`src/rtl/approx_eval_pkg.sv`:
```
// Shared definitions for the approximate-circuit error sweeper.
//   sweep_state_e : sweep FSM states
//   DrainLen      : cycles spent flushing the compare pipeline after the last vector
//   widths_ok()   : parameter legality check (even input count, N_OUT == N_IN/2 + 1)
package approx_eval_pkg;

    typedef enum logic [1:0] {
        StIdle,
        StSweep,
        StDrain,
        StDone
    } sweep_state_e;

    localparam int unsigned DrainLen = 2;

    function automatic bit widths_ok(input int unsigned n_in, input int unsigned n_out);
        return ((n_in % 2) == 0) && (n_out == (n_in / 2 + 1));
    endfunction

endpackage

```
`src/rtl/exact_adder_ref.sv`:
```
// Golden reference for the sweeper: exact unsigned A + B, purely combinational.
//   in_vec : stimulus vector; A = in_vec[N_IN/2-1:0], B = in_vec[N_IN-1:N_IN/2]
//   sum    : exact A + B, N_OUT bits wide (cannot overflow when N_OUT = N_IN/2 + 1)
module exact_adder_ref #(
    parameter int unsigned N_IN  = 4,
    parameter int unsigned N_OUT = 3
) (
    input  logic [N_IN-1:0]  in_vec,
    output logic [N_OUT-1:0] sum
);

    localparam int unsigned Half = N_IN / 2;

    logic [Half-1:0] op_a;
    logic [Half-1:0] op_b;

    assign op_a = in_vec[Half-1:0];
    assign op_b = in_vec[N_IN-1:Half];
    assign sum  = N_OUT'(op_a) + N_OUT'(op_b);

endmodule

```
`src/rtl/approx_error_sweeper.sv`:
```
// Exhaustive error sweeper for an external approximate adder netlist.
// Drives every input vector, compares the response against exact_adder_ref and
// accumulates worst-case absolute error and the number of erroneous vectors.
//   clk, rst  : clock (rising edge), asynchronous active-high reset
//   start     : launch a sweep (honoured only in IDLE or DONE)
//   dut_in    : registered stimulus to the approximate circuit
//   dut_out   : combinational response of the approximate circuit
//   busy      : sweep or drain in progress
//   done      : results final; held until the next accepted start
//   max_err   : largest |exact - approx| so far
//   err_count : number of vectors with nonzero error
//   pass      : max_err <= ET, qualified by done
module approx_error_sweeper
    import approx_eval_pkg::*;
#(
    parameter int unsigned N_IN  = 4,
    parameter int unsigned N_OUT = 3,
    parameter int unsigned ET    = 3
) (
    input  logic              clk,
    input  logic              rst,
    input  logic              start,
    output logic [N_IN-1:0]   dut_in,
    input  logic [N_OUT-1:0]  dut_out,
    output logic              busy,
    output logic              done,
    output logic [N_OUT-1:0]  max_err,
    output logic [N_IN:0]     err_count,
    output logic              pass
);

    if (!widths_ok(N_IN, N_OUT)) begin : g_bad_width
        $error("approx_error_sweeper: N_IN must be even and N_OUT must equal N_IN/2+1");
    end

    localparam int unsigned   DrainW  = (DrainLen > 1) ? $clog2(DrainLen) : 1;
    localparam logic [N_IN-1:0] LastVec = {N_IN{1'b1}};

    sweep_state_e      state_q, state_d;
    logic [N_IN-1:0]   vec_q, vec_d;
    logic [DrainW-1:0] drain_q, drain_d;
    logic              clear;

    logic [N_OUT-1:0]  exact;
    logic              s1_valid_q;
    logic [N_OUT-1:0]  s1_exact_q;
    logic [N_OUT-1:0]  s1_approx_q;
    logic [N_OUT-1:0]  diff;
    logic [N_OUT-1:0]  max_err_q;
    logic [N_IN:0]     err_count_q;

    exact_adder_ref #(
        .N_IN  (N_IN),
        .N_OUT (N_OUT)
    ) u_ref (
        .in_vec (vec_q),
        .sum    (exact)
    );

    always_comb begin
        state_d = state_q;
        vec_d   = vec_q;
        drain_d = drain_q;
        clear   = 1'b0;
        case (state_q)
            StIdle, StDone: begin
                if (start) begin
                    state_d = StSweep;
                    vec_d   = '0;
                    clear   = 1'b1;
                end
            end
            StSweep: begin
                // Counter holds on the last vector so dut_in keeps it through DRAIN/DONE.
                if (vec_q == LastVec) begin
                    state_d = StDrain;
                    drain_d = '0;
                end else begin
                    vec_d = vec_q + 1'b1;
                end
            end
            StDrain: begin
                if (drain_q == DrainW'(DrainLen - 1)) begin
                    state_d = StDone;
                end else begin
                    drain_d = drain_q + 1'b1;
                end
            end
            default: state_d = StIdle;
        endcase
    end

    always_ff @(posedge clk or posedge rst) begin
        if (rst) begin
            state_q <= StIdle;
            vec_q   <= '0;
            drain_q <= '0;
        end else begin
            state_q <= state_d;
            vec_q   <= vec_d;
            drain_q <= drain_d;
        end
    end

    // Unsigned compare-then-subtract keeps the magnitude within N_OUT bits.
    assign diff = (s1_exact_q >= s1_approx_q) ? (s1_exact_q - s1_approx_q)
                                              : (s1_approx_q - s1_exact_q);

    always_ff @(posedge clk or posedge rst) begin
        if (rst) begin
            s1_valid_q  <= 1'b0;
            s1_exact_q  <= '0;
            s1_approx_q <= '0;
            max_err_q   <= '0;
            err_count_q <= '0;
        end else begin
            s1_exact_q  <= exact;
            s1_approx_q <= dut_out;
            if (clear) begin
                s1_valid_q  <= 1'b0;
                max_err_q   <= '0;
                err_count_q <= '0;
            end else begin
                s1_valid_q <= (state_q == StSweep);
                if (s1_valid_q) begin
                    if (diff > max_err_q) begin
                        max_err_q <= diff;
                    end
                    err_count_q <= err_count_q + (N_IN + 1)'(diff != '0);
                end
            end
        end
    end

    assign dut_in    = vec_q;
    assign busy      = (state_q == StSweep) || (state_q == StDrain);
    assign done      = (state_q == StDone);
    assign max_err   = max_err_q;
    assign err_count = err_count_q;
    assign pass      = done && (32'(max_err_q) <= ET);

endmodule

```
`config.mk`:
```
export PLATFORM = sky130hd
export DESIGN_NAME = approx_error_sweeper
export DESIGN_NICKNAME = d
export VERILOG_FILES = /design/src/rtl/approx_eval_pkg.sv /design/src/rtl/exact_adder_ref.sv /design/src/rtl/approx_error_sweeper.sv
export SDC_FILE = /design/constraint.sdc
export NUM_CORES = 1
export LEC_CHECK = 0
export ABC_AREA = 0
export CORE_ASPECT_RATIO = 0.75
export CORE_MARGIN = 10
export CORE_UTILIZATION = 50
export CTS_CLUSTER_SIZE = 10
export DETAILED_ROUTE_END_ITERATION = 10
export PLACE_DENSITY = 0.77
export SLEW_MARGIN = 15
export SYNTH_ARGS = -nofsm -noshare
export SYNTH_HDL_FRONTEND = slang
export SYNTH_SLANG_ARGS = --single-unit
```
`constraint.sdc`:
```
create_clock -name clk -period 3.2 [get_ports clk]
set_input_delay 0.8 -clock clk [delete_from_list [all_inputs] [get_ports clk]]
set_output_delay 0.8 -clock clk [all_outputs]
set_load 0.02 [all_outputs]
```
==> impl_results.md <==
- Number of fill cells in the layout: 216
- CTS max path bufs: 2
- Critical path's slowest cell: or4b_1
- Family with the most delay on the worst path: compound AO/OA/AOI/OAI gates
- # Max-Cap Violations: 0
- Final hold viol count: 0
- Post-CTS Hold Buffers: 0
- R2R cell count: 12
- Required @ worst endpoint: 3.41 ns
- Number of endpoints failing setup at the final stage: 0
- Count of unique library cells instantiated by Yosys: 32
- Effective utilization at floorplan: between 50% and 60%
- Worst Skew: approximately 0.0063 ns
- Final HPWL DP: 2010 um
- Fraction of post-synthesis cell area in the top cell type by area: approximately two fifths
- Post-route fraction of the period consumed by the critical path: 92.0%
- Clock slew at reported path FFs: 0.12 ns
- Worst R2R Setup Slack: 0.26 ns
- Power Total: 1.44 mW
- CTS Sinks: 22
- Worst min path class: reg -> reg
- Floorplan row count: 16
- Async SR Flop Fraction: between 90% and 100%
- Static leakage power: approximately 0.78 nW
- Synthesized instance count: 129
- Layout-stage area growth over the synthesis result: 20.1%
- Headroom to the max-slew limit: 46.4%
- Setup crit start kind: flip-flop
- Area of the mapped netlist: 0.00134 mm2
- Fmax: 340 MHz
- Number of max-slew violations in the final report: 0
- Power Density: 894 mW/mm2
- Cell-by-cell trace of the critical path: inv_1 > ha_1 > inv_1 > fa_1 > or4b_1 > a21o_1 > o311a_4 > inv_1 > ha_1 > a31oi_2 > a21oi_1 > a311oi_1
- Count of cells along the worst hold path: 2
- Vias in the first global route: 989
- Number of nets in the synthesized netlist: roughly 150
- Synth warn: 0
- Detailed-route DRC error count: 0
- Hold path startpoint: err_count[4]
- Initial DRC count: 31
- Synthesized area per cell: about 10 um2
- ANT nets after route: 0
- Total negative slack: 0 ns
- Die outline width: 79.8 um
- Detailed Routing Iterations Pass 1: 4
- Most used flip-flop cell after synthesis: dfrtp_1
- Port Buffers: 20
- Unrepaired setup endpoints after global routing: false
- Number of enable-type register cells in the synthesized netlist: 0
- Most frequent CP cell: inv_1
- WS Path Type: reg -> reg
- Clock tree from TritonCTS: built
- Number of instances resized during post-cts repair: 0
- Largest net degree at the start of global routing: 23
- Arrival time reported for the critical path endpoint: 3.15 ns
- Max IR drop VDD: around 640 uV
- Diode count: 0
- Number of setup buffers added after CTS: 0
- Number of H-tree levels: 1
- End of the worst hold path: err_count[4]
- Measured slew at the worst slew-check pin: roughly 0.8 ns
- Most area-consuming cells after synthesis: dfrtp_1 (41%), ha_1 (15%), inv_1 (5.3%)
- Seq cells post-synth: 22
- Critical register-to-register path endpoint: max_err[1]
- Vertical die dimension: 64.8 um
- Min Clock Period, post-route: 2.94 ns
- CP endpoint kind: flip-flop
- Share of layout cells above drive strength 1: 5.33%
- Cell type with the largest total area after synthesis: dfrtp_1
- CTS Root Cell: clkbuf_4
- Launching point of the worst reg2reg path: s1_approx_q[0]
- Die area: 0.00517 mm2
- Core Area: 0.00258 mm2
- GRT Total Usage: approximately 10%
- CP bufs+invs: 3
- Total number of vias: just under 1000
- Routability congestion estimate from global placement: 0.836
- Largest stage delay on the critical path: between 0.5 and 0.6 ns
- Maximum net fanout on the critical path: 6
- First-pass GRT wire length: 4340 um
- Post-layout nets: 176
- Routed WL: 2490 um
- Routed length per instance: about 13 um
- Ports: 21
- Number of antenna violations at the first check in global routing: 0
- Share of synthesized area occupied by flip-flops and latches: roughly two fifths
- Via density per instance: 5.24
- TritonCTS Buffers: 3
- Clock latency on the worst-skew pair: 0.30 ns
- Outcome: completed
- Global route total overflow: 0
==> final cells by class <==
cell class / instances / area (um2) / area share (%)
clock buffers: 4 / 36.3 / 2.26
inverters: 19 / 71.3 / 4.44
well taps: 36 / 45.0 / 2.80
flip-flops and latches: 22 / 551 / 34.2
multi-input cells: 85 / 704 / 43.8
repair buffers: 20 / 200 / 12.5
==> per-stage QoR <==
stage                     hold WS (ns)  cell area, um2  setup slack (ns)  instances  utilization (%)
final                            0.556            1610             0.257        186             62.3
after global routing             0.599            1610            0.0489        186             62.3
after CTS                        0.557            1610             0.258        186             62.3
after detailed placement         0.529            1570             0.293        182             60.9
after global placement           0.522            1570             0.391        182             60.9
after floorplan                  0.516            1340             0.460        129                -
==> layout by cell type, fill, tap and decap left out, types with 2 or more instances in the layout <==
cell / count
nand2b_1: 2
nand2_1: 11
xor2_1: 3
o21ai_1: 2
nor2_1: 7
fa_1: 3
a22o_1: 4
o21ai_0: 3
clkdlybuf4s50_1: 20
a31oi_1: 3
ha_1: 16
clkbuf_4: 3
dfrtp_1: 22
mux2i_1: 5
inv_1: 19
nand4_1: 3
a311oi_1: 2
a21oi_1: 4
nand3_1: 4
==> cells by family after synthesis <==
group / after synthesis / synth area share, %
AO/OA/AOI/OAI: 26 / 15.9
multiplexers: 5 / 3.74
adder cells (fa/ha/maj): 19 / 19.4
XOR/XNOR: 3 / 1.96
flip-flops: 22 / 41.1
AND/OR/NAND/NOR: 32 / 11.6
buffers and inverters: 22 / 6.26
==> synthesized netlist by cell type (all sizes together) (2+ instances only) <==
library cell,n
inv,19
mux2i,5
a21oi,4
nand2b,2
ha,16
nor2,7
dfrtp,22
o21ai,5
a31oi,4
fa,3
nand3,4
a21o,2
nand2,11
nand4,3
clkbuf,3
a22o,4
a311oi,2
xor2,3
==> worst max path at each step <==
stage,start,end,slack (ns),cells past startpoint
floorplan,s1_approx_q[0],max_err[2],0.46,13
global placement,s1_approx_q[0],max_err[2],0.39,12
detailed placement,s1_approx_q[0],max_err[1],0.29,12
CTS,s1_approx_q[0],max_err[1],0.26,12
global route,s1_approx_q[0],max_err[1],0.05,12
finish,s1_approx_q[0],max_err[1],0.26,12
==> worst min-delay path: stages (launching register included) <==
cell and delay, ns:
dfrtp_1 0.37, xor2_1 0.08, nor2_1 0.07
==> flip-flops by register name, summed over array words and instances (netlist names) <==
signal and flops:
dut_in 4, state_q 2, err_count 5, s1_valid_q 1
drain_q 1, max_err 3, s1_approx_q 3, s1_exact_q 3
==> power by group <==
| group | total (mW) | switching [mW] | internal, mW |
|---|---|---|---|
| Sequential | 0.446 | 0.0912 | 0.355 |
| Combinational | 0.840 | 0.466 | 0.375 |
| Clock | 0.150 | 0.0809 | 0.0694 |
==> routing by layer <==
layer / track usage [%] / wire, um
met5: 0 / 0
met4: 2.85 / 25
met3: 3.58 / 104
met2: 17.3 / 1190
met1: 12.0 / 1170
Note: power is estimated with default switching activity, not from simulation.
